## config.mk

```make
export PLATFORM = sky130hd
export DESIGN_NAME = rtc_alarm_flat
export DESIGN_NICKNAME = d
export VERILOG_FILES = /design/src/rtl/rtc_pkg.sv /design/src/rtl/rtc_alarm_if.sv /design/src/rtl/rtc_alarm.sv /design/src/flat_wrapper.sv
export SDC_FILE = /design/constraint.sdc
export NUM_CORES = 1
export LEC_CHECK = 0
export CELL_PAD_IN_SITES_DETAIL_PLACEMENT = 1
export CELL_PAD_IN_SITES_GLOBAL_PLACEMENT = 1
export CORE_UTILIZATION = 39
export DETAILED_ROUTE_END_ITERATION = 8
export GPL_TIMING_DRIVEN = 0
export PLACE_DENSITY_LB_ADDON = 0.1
export SLEW_MARGIN = 20
export SYNTH_ARGS = -nofsm -noshare
export SYNTH_HDL_FRONTEND = slang
export SYNTH_SLANG_ARGS = --single-unit
export TNS_END_PERCENT = 100
```

## constraint.sdc

```tcl
create_clock -name clk -period 2.74 [get_ports clk]
set_input_delay 0.548 -clock clk [delete_from_list [all_inputs] [get_ports clk]]
set_output_delay 0.548 -clock clk [all_outputs]
set_load 0.01 [all_outputs]
```

## src/rtl/rtc_pkg.sv

```systemverilog
// Shared RTC definitions: counter constants, alarm register map, bit positions
// and the alarm state encoding.
package rtc_pkg;

  localparam int unsigned RTC_CLK_HZ = 25_000_000;
  localparam int unsigned RTC_WIDTH  = 32;

  localparam int unsigned ALARM_NUM_REGS = 4;
  localparam logic [1:0]  ADDR_ALARM     = 2'd0;
  localparam logic [1:0]  ADDR_PERIOD    = 2'd1;
  localparam logic [1:0]  ADDR_CTRL      = 2'd2;
  localparam logic [1:0]  ADDR_STATUS    = 2'd3;

  localparam int unsigned CTRL_ENABLE_BIT    = 0;
  localparam int unsigned CTRL_IRQ_EN_BIT    = 1;
  localparam int unsigned STATUS_PENDING_BIT = 0;
  localparam int unsigned STATUS_OVERRUN_BIT = 1;

  // The state encoding doubles as CTRL.enable.
  typedef enum logic {
    ST_IDLE  = 1'b0,
    ST_ARMED = 1'b1
  } alarm_state_e;

endpackage

```

## src/rtl/rtc_alarm_if.sv

```systemverilog
// Register bus for the RTC alarm block: one write strobe, combinational read.
interface rtc_alarm_if;
  import rtc_pkg::*;

  logic [1:0]           addr;
  logic                 wr_en;
  logic [RTC_WIDTH-1:0] data_in;
  logic [RTC_WIDTH-1:0] data_out;

  modport master (output addr, wr_en, data_in, input data_out);
  modport slave  (input addr, wr_en, data_in, output data_out);

endinterface

```

## src/rtl/rtc_alarm.sv

```systemverilog
// RTC alarm: compares the seconds counter against ALARM, optionally reloading
// by PERIOD, and raises a maskable sticky interrupt.
module rtc_alarm
  import rtc_pkg::*;
(
  input  logic                 clk,
  input  logic                 rst_n,
  input  logic [RTC_WIDTH-1:0] seconds_in,
  rtc_alarm_if.slave           bus,
  output logic                 irq
);

  alarm_state_e         state_q, state_d;
  logic [RTC_WIDTH-1:0] alarm_q, alarm_d;
  logic [RTC_WIDTH-1:0] period_q, period_d;
  logic                 irq_en_q, irq_en_d;
  logic                 pending_q, pending_d;
  logic                 overrun_q, overrun_d;

  logic                 match;
  logic [RTC_WIDTH-1:0] reload_sum;

  assign match      = (state_q == ST_ARMED) && (seconds_in == alarm_q);
  assign reload_sum = alarm_q + period_q;

  // NOTE: every signal gets its default before any branch so no latch is inferred.
  always_comb begin
    state_d   = state_q;
    alarm_d   = alarm_q;
    period_d  = period_q;
    irq_en_d  = irq_en_q;
    pending_d = pending_q;
    overrun_d = overrun_q;

    // Match side effects first, so a same-cycle bus write overrides them.
    if (match) begin
      if (period_q != '0) alarm_d = reload_sum;
      else                state_d = ST_IDLE;
    end

    if (bus.wr_en) begin
      unique case (bus.addr)
        ADDR_ALARM:  alarm_d  = bus.data_in;
        ADDR_PERIOD: period_d = bus.data_in;
        ADDR_CTRL: begin
          state_d  = alarm_state_e'(bus.data_in[CTRL_ENABLE_BIT]);
          irq_en_d = bus.data_in[CTRL_IRQ_EN_BIT];
        end
        ADDR_STATUS: begin
          if (bus.data_in[STATUS_PENDING_BIT]) pending_d = 1'b0;
          if (bus.data_in[STATUS_OVERRUN_BIT]) overrun_d = 1'b0;
        end
        default: ;
      endcase
    end

    // Setting events come after the W1C so that set wins.
    if (match) begin
      pending_d = 1'b1;
      if (pending_q) overrun_d = 1'b1;
    end
  end

  // NOTE: sequential state uses non-blocking assignments only.
  always_ff @(posedge clk) begin
    if (!rst_n) begin
      state_q   <= ST_IDLE;
      alarm_q   <= '0;
      period_q  <= '0;
      irq_en_q  <= 1'b0;
      pending_q <= 1'b0;
      overrun_q <= 1'b0;
    end else begin
      state_q   <= state_d;
      alarm_q   <= alarm_d;
      period_q  <= period_d;
      irq_en_q  <= irq_en_d;
      pending_q <= pending_d;
      overrun_q <= overrun_d;
    end
  end

  always_comb begin
    bus.data_out = '0;
    unique case (bus.addr)
      ADDR_ALARM:  bus.data_out = alarm_q;
      ADDR_PERIOD: bus.data_out = period_q;
      ADDR_CTRL: begin
        bus.data_out[CTRL_ENABLE_BIT] = (state_q == ST_ARMED);
        bus.data_out[CTRL_IRQ_EN_BIT] = irq_en_q;
      end
      ADDR_STATUS: begin
        bus.data_out[STATUS_PENDING_BIT] = pending_q;
        bus.data_out[STATUS_OVERRUN_BIT] = overrun_q;
      end
      default: ;
    endcase
  end

  assign irq = pending_q & irq_en_q;

endmodule

```

## src/flat_wrapper.sv

```systemverilog
// flat-port wrapper written by rule: the top's interface ports become plain ports
module rtc_alarm_flat import rtc_pkg::*;
  (clk, rst_n, seconds_in, irq, bus_addr, bus_wr_en, bus_data_in, bus_data_out);
  rtc_alarm_if bus_i ();
  input  logic clk;
  input  logic rst_n;
  input  logic [RTC_WIDTH-1:0] seconds_in;
  output logic irq;
  input wire logic [$bits(bus_i.addr)-1:0] bus_addr;
  input wire logic [$bits(bus_i.wr_en)-1:0] bus_wr_en;
  input wire logic [$bits(bus_i.data_in)-1:0] bus_data_in;
  output wire logic [$bits(bus_i.data_out)-1:0] bus_data_out;
  assign bus_i.addr = bus_addr;
  assign bus_i.wr_en = bus_wr_en;
  assign bus_i.data_in = bus_data_in;
  assign bus_data_out = bus_i.data_out;
  rtc_alarm u_core (.clk(clk), .rst_n(rst_n), .seconds_in(seconds_in), .bus(bus_i), .irq(irq));
endmodule
```

==> results of run 1 <==
-- logic make-up (layout without fill, tap and decap cells) --
logic type	Yosys count	after routing	synth area share
xor+xnor	52	52	0.0832
compound gates	182	182	0.209
fa+ha+maj	32	32	0.0745
flops	68	68	0.249
simple gates	263	263	0.224
buf+inv	57	182	0.0441
mux	61	61	0.116
-- cells in the mapped netlist (2+ instances only) --
cell | n | share of area
sky130_fd_sc_hd__nand3b_1 | 3 | 0.0041
sky130_fd_sc_hd__buf_2 | 10 | 0.0091
sky130_fd_sc_hd__mux2i_1 | 59 | 0.11
sky130_fd_sc_hd__nand3_1 | 17 | 0.016
sky130_fd_sc_hd__mux4_2 | 2 | 0.0082
sky130_fd_sc_hd__a211o_1 | 2 | 0.0032
sky130_fd_sc_hd__a211oi_1 | 18 | 0.025
sky130_fd_sc_hd__o21bai_1 | 5 | 0.0069
sky130_fd_sc_hd__or2_2 | 2 | 0.0023
sky130_fd_sc_hd__a21oi_1 | 82 | 0.075
sky130_fd_sc_hd__inv_1 | 5 | 0.0034
sky130_fd_sc_hd__dfxtp_1 | 68 | 0.25
sky130_fd_sc_hd__xnor2_1 | 43 | 0.069
sky130_fd_sc_hd__nand4_1 | 29 | 0.033
sky130_fd_sc_hd__ha_1 | 31 | 0.071
sky130_fd_sc_hd__a21o_1 | 19 | 0.026
sky130_fd_sc_hd__nor4_1 | 9 | 0.010
sky130_fd_sc_hd__nand2_1 | 102 | 0.070
sky130_fd_sc_hd__a31oi_1 | 2 | 0.0023
sky130_fd_sc_hd__o21ba_2 | 3 | 0.0055
sky130_fd_sc_hd__nand2b_1 | 9 | 0.010
sky130_fd_sc_hd__o21ai_0 | 24 | 0.022
sky130_fd_sc_hd__clkbuf_1 | 38 | 0.026
sky130_fd_sc_hd__nor3_1 | 7 | 0.0064
sky130_fd_sc_hd__o211a_1 | 3 | 0.0055
sky130_fd_sc_hd__nor2_1 | 66 | 0.045
sky130_fd_sc_hd__o211ai_1 | 5 | 0.0069
sky130_fd_sc_hd__o21ai_1 | 3 | 0.0027
sky130_fd_sc_hd__nor3b_1 | 4 | 0.0055
sky130_fd_sc_hd__xor2_1 | 9 | 0.014
sky130_fd_sc_hd__buf_4 | 2 | 0.0027
sky130_fd_sc_hd__o21a_1 | 6 | 0.0082
sky130_fd_sc_hd__nor2b_1 | 4 | 0.0046
-- per-stage QoR --
step	area (µm²)	total power (µW)	setup WS [ns]
6_report	7330	2900	-0.0269
5_1_grt	7330	3000	-0.114
4_1_cts	7090	2870	-0.0296
3_5_place_dp	6700	1680	-0.835
3_3_place_gp	6700	1660	-0.777
2_1_floorplan	5470	1400	0.243
-- layer usage --
layer	wire length, µm	global-route usage	vias up
met5	0	0	-
met4	440	0.0903	0
met3	1600	0.0599	40
met2	10800	0.513	236
met1	9910	0.410	2990
li1	-	-	2807
-- registers in the layout (all words and copies together) (netlist names) --
register / cells
u_core.overrun_q: 1
u_core.irq_en_q: 1
u_core.state_q: 1
u_core.alarm_q: 32
u_core.pending_q: 1
u_core.period_q: 32
-- layout make-up --
class	instances	area (µm²)
fill	1673	6120
multi-input combinational	590	4000
tap	176	220
clock buffer	13	250
clock inverter	2	35.0
timing repair buffer	110	1130
buffer	51	308
sequential	68	1370
inverter	6	22.5
-- worst max path at each step --
stage / start / endpoint / slack (ns) / depth (start not counted)
6_report: u_core.period_q[0] / u_core.alarm_q[30] / -0.03 / 11
5_1_grt: u_core.period_q[0] / u_core.alarm_q[26] / -0.11 / 11
4_1_cts: u_core.period_q[0] / u_core.alarm_q[30] / -0.03 / 10
3_5_place_dp: bus_addr[0] / bus_data_out[14] / -0.84 / 6
3_3_place_gp: bus_addr[0] / bus_data_out[14] / -0.78 / 6
2_1_floorplan: u_core.period_q[0] / u_core.alarm_q[30] / 0.24 / 10
-- power by group through the flow --
stage | registers [µW] | clock network, µW | logic, µW
after global routing | 1090 | 1250 | 660
after floorplan | 1080 | 0 | 320
after detailed placement | 1100 | 0 | 572
after global placement | 1100 | 0 | 559
final | 1090 | 1190 | 617
after CTS | 1080 | 1200 | 590
-- tightest hold or removal path, delay by kind of cell, from the launching register on --
kind / cells / cell delay (ns)
flops: 1 / 0.34
simple gates: 1 / 0.06
compound gates: 1 / 0.05
-- timing repair --
action / CTS / global route
cloned: 0 / 0
resized for setup: 34 / 54
pin swaps: 5 / 10
endpoints found under the setup margin: 42 / 50
setup buffers: 0 / 9
==> impl_metrics.toml, run 1 <==
[die]
num_io_pins = 102
dieWidth_um = 120
die_y_um = 120
design.die.area_mm2 = 0.0145
floorplan.initialDensity = 0.407
core_area_mm2 = 0.0135
row_count = 42

[worst_hold_path]
worst_min_delay_path_category = "reg -> reg"
worst_hold_end = "u_core.period_q[4]"
min-delay-start = "u_core.period_q[4]"
hold_depth = 2

[global_route]
aggregate_global_routing_overflow = 0
antenna_found_initial = 1
grt_pass1_vias = 6107
grt_first_pass_wirelength_um = 34100
grt_start_max_net_pins = 11
grt_usage = 0.311

[yosys]
synth-edff-count = 0
post_synthesis_async_set_or_reset_flop_share = 0
postSynthAreaPerCell_um2 = 7.65
ys_seq_elements = 68
warning_count_from_the_yosys_run = 0
netlist_area_mm2 = 0.00547
synth_top_flop_cell = "sky130_fd_sc_hd__dfxtp_1"
synthesis.nets = 816
synth_seq_area_share = 0.249
synth_cells = 715
synth_cell_types = 57

[cts]
holdBufCountCts = 0
cts-root-to-sink-buffers = 2
clock_tree.root_cell = "sky130_fd_sc_hd__clkbuf_16"
clk-insertion-delay-late_ns = 0.35
h_tree_depth = 3
tritoncts = "yes"
total_clock_sinks = 68
tritoncts.num_buffers = 9
worst_setup_hold_path_clk_slew_ns = 0.06

[worst_setup_path]
worst_ep_required_time_ns = 2.98
cp_slowest_stage_delay_ns = 0.44
critical_path.most_common_cell = "sky130_fd_sc_hd__nand4_1"
slowest_stage = "sky130_fd_sc_hd__a311o_1"
cp_cell_sequence = "ha_4 -> fa_2 -> a21o_1 -> a311o_1 -> nand4_1 -> nand4_1 -> a311oi_2 -> buf_4 -> nor3b_2 -> mux2i_1 -> o21a_1"
rrSetupSlack_ns = -0.03
timing.critical_path.from_type = "register"
path_delay_family = "compound AO/OA/AOI/OAI gates"
worstPathMaxFanout = 4
rr_endpoint = "u_core.alarm_q[30]"
crit_path_end_kind = "register"
r2r_cells = 11
critical_path.reg2reg.startpoint = "u_core.period_q[0]"
critical_path_data_arrival_time_ns = 3.00
critPathBufInv = 1
criticalPathCategory = "reg -> reg"

[place]
numPortBuffers = 101
placedCellCount = 992
place_hpwl_um = 16700
placer_s_final_routability_congestion_estimate = 0.925

[power_and_ir_drop]
clkPwrFrac = 0.411
net-switching-power_uw = 860
seq_power_share = 0.375
intPower_uw = 2040
power.switching_fraction = 0.297
combinational_share_of_power = 0.213
p_leak_uw = 0.00327
peakVddDrop_mv = 0.246
powerDensity_mw_per_mm2 = 395

[drt]
remaining_drc_errors = 0
detail_route.wirelength_um = 22800
drt_first_iter_violations = 409
routed_via_density = 5.98
vias = 6073
detail_route.wl_per_cell_um = 22.4
number_of_nets_with_antenna_violations_after_routing = 0
detail_route.first_pass.iterations = 5

[sta]
minimum_setup_slack_in_the_final_design_ns = -0.0269
final.setup_skew_ns = 0.00841
tightest_slew_ns = 0.769
finalSetupViolCount = 2
grt_setup_unrepaired = "true"
fin_setup_tns_ns = -0.0384
time_the_worst_path_needs_with_i_o_delays_and_setup_ns = 2.77
final.hold.worst_slack_ns = 0.498
clock.fmax_mhz = 361
maxSlewViolCount = 0
timing.slew.headroom = 0.488
period_share = 1.01
timing.final.hold_violations = 0

[finish]
drive_above_1_share = 0.102
flow.area_growth_from_synthesis_pct = 34.0
numnets_final = 937
antenna_cells_inserted = 0
finish.utilization = 0.545
top_library_cells_by_usage_in_the_layout_fill_and_taps_aside = "sky130_fd_sc_hd__nand2_1 (102), sky130_fd_sc_hd__a21oi_1 (81), sky130_fd_sc_hd__clkdlybuf4s50_1 (73)"
mostFrequentLayoutCell = "sky130_fd_sc_hd__nand2_1"
fin_cells = 1016

[outcome]
violations = "negative setup slack"
run_status = "finished with violations"

[job]
maxCapViolCount = 0
(Power assumes the default switching activity.)
==> run 2: changes to the inputs <==
Settings changed: GPL_TIMING_DRIVEN 0 to default.
==> run 2 against run 1 <==
Effect of this change: the flow now finishes without violations; setup slack better by 0.12 ns; die area stayed put; clock power is 3% higher; flip-flop and latch count stayed put; cell count down 0.69%; register-to-register slack improved by 0.12 ns; cell area fell by 0.99%; clock skew hardly changed; sequential share of layout area grew 0.084 points; count of clock-buffer cells in the layout fell by 1; first-iteration DRC count decreased by 13%; critical path type unchanged.
==> impl_metrics.toml, run 2 (synthesis gave the netlist of run 1 again) <==
[sta]
finalSetupViolCount = 0
timing.final.hold_violations = 0
clock.fmax_mhz = 378
minimum_setup_slack_in_the_final_design_ns = 0.0943
tightest_slew_ns = 0.857
maxSlewViolCount = 0
timing.slew.headroom = 0.429
time_the_worst_path_needs_with_i_o_delays_and_setup_ns = 2.65
final.setup_skew_ns = 0.00859
final.hold.worst_slack_ns = 0.469
fin_setup_tns_ns = 0
grt_setup_unrepaired = "true"
period_share = 0.966

[drt]
routed_via_density = 5.85
detail_route.wl_per_cell_um = 21.5
drt_first_iter_violations = 356
vias = 5899
remaining_drc_errors = 0
detail_route.first_pass.iterations = 4
number_of_nets_with_antenna_violations_after_routing = 0
detail_route.wirelength_um = 21700

[finish]
numnets_final = 929
reg.largest.list = "u_core.alarm_q (32), u_core.period_q (32)"
num-fill-cells = 1664
top_library_cells_by_usage_in_the_layout_fill_and_taps_aside = "sky130_fd_sc_hd__nand2_1 (102), sky130_fd_sc_hd__clkdlybuf4s50_1 (99), sky130_fd_sc_hd__a21oi_1 (81)"
drive_above_1_share = 0.118
antenna_cells_inserted = 0
flow.area_growth_from_synthesis_pct = 32.6
mostFrequentLayoutCell = "sky130_fd_sc_hd__nand2_1"
finish.utilization = 0.540

[die]
floorplan.initialDensity = 0.407
core_area_mm2 = 0.0135
num_io_pins = 102
row_count = 42
dieWidth_um = 120
design.die.area_mm2 = 0.0145
die_y_um = 120

[worst_hold_path]
worst_min_delay_path_category = "reg -> reg"

[power_and_ir_drop]
peakVddDrop_mv = 0.189
powerDensity_mw_per_mm2 = 405
p_leak_uw = 0.00290
total_power_uw = 2940

[cts]
tritoncts = "yes"
clk-insertion-delay-late_ns = 0.35
tritoncts.num_buffers = 9
h_tree_depth = 3
worst_setup_hold_path_clk_slew_ns = 0.06
holdBufCountCts = 0
cts-root-to-sink-buffers = 2
total_clock_sinks = 68
clock_tree.root_cell = "sky130_fd_sc_hd__clkbuf_16"

[place]
place_hpwl_um = 16000
placer_s_final_routability_congestion_estimate = 0.904
pre_cts_slack_ns = -0.170
numPortBuffers = 101

[job]
maxCapViolCount = 0

[global_route]
antenna_found_initial = 0
grt_first_pass_wirelength_um = 33300
aggregate_global_routing_overflow = 0
grt_start_max_net_pins = 39
grt_usage = 0.299
grt_pass1_vias = 6086

[worst_setup_path]
criticalPathCategory = "reg -> reg"
worstPathMaxFanout = 3
critical_path.most_common_cell = "sky130_fd_sc_hd__nand4_1"
cp_cell_sequence = "ha_4 -> fa_2 -> a21o_1 -> a311o_1 -> nand4_1 -> nand4_1 -> a311oi_2 -> nor3b_1 -> mux2i_1 -> o21a_1"
crit_path_end_kind = "register"
critical_path_data_arrival_time_ns = 2.89
slowest_stage = "sky130_fd_sc_hd__a311oi_2"
worst_ep_required_time_ns = 2.98
rrSetupSlack_ns = 0.09
cp_slowest_stage_delay_ns = 0.39
timing.critical_path.from_type = "register"

[outcome]
run_status = "finished clean"
## run 2: what timing repair did
item,4_1_cts,5_1_grt
setup endpoints to repair,9,12
setup buffers,0,2
gates resized for setup,2,14
pin swaps,0,9
## run 2: metrics by stage
step	cells	instance area, µm²
6_report	1009	7260
4_1_cts	1007	7190
2_1_floorplan	715	5470
5_1_grt	1009	7260
3_3_place_gp	991	6880
3_5_place_dp	991	6880
## run 2: worst max-delay path: cells and delay by family (launching register included)
kind	cells	cell delay (ns)
AO/OA/AOI/OAI	4	1.12
AND/OR/NAND/NOR	3	0.41
flip-flops	1	0.34
adder cells (fa/ha/maj)	2	0.54
multiplexers	1	0.13
## run 2: final cells by class
type | count | area [µm²] | area share
tap | 176 | 220 | 0.0303
clock inverter | 4 | 47.5 | 0.00655
sequential | 68 | 1370 | 0.188
timing repair buffer | 153 | 1420 | 0.196
clock buffer | 12 | 256 | 0.0353
multi-input combinational | 590 | 3930 | 0.541
inverter | 6 | 22.5 | 0.00310
## run 2: worst paths after layout
| path | from | endpoint | depth (start not counted) |
|---|---|---|---|
| setup / recovery | u_core.period_q[0] | u_core.alarm_q[30] | 10 |
| hold / removal | u_core.overrun_q | u_core.overrun_q | 2 |
| setup reg to reg | u_core.period_q[0] | u_core.alarm_q[30] | 10 |
| hold reg to reg | u_core.overrun_q | u_core.overrun_q | 2 |
## run 2: layer usage
metal,wire length [µm],track usage,vias up
met2,10100,0.494,158
met4,430,0.0980,0
met5,0,0,-
met1,10200,0.403,2926
li1,-,-,2783
met3,938,0.0377,32
## run 2: power breakdown
part | switching [µW] | total [µW] | internal, µW
Combinational | 331 | 632 | 301
Sequential | 52.1 | 1080 | 1030
Clock | 477 | 1230 | 752
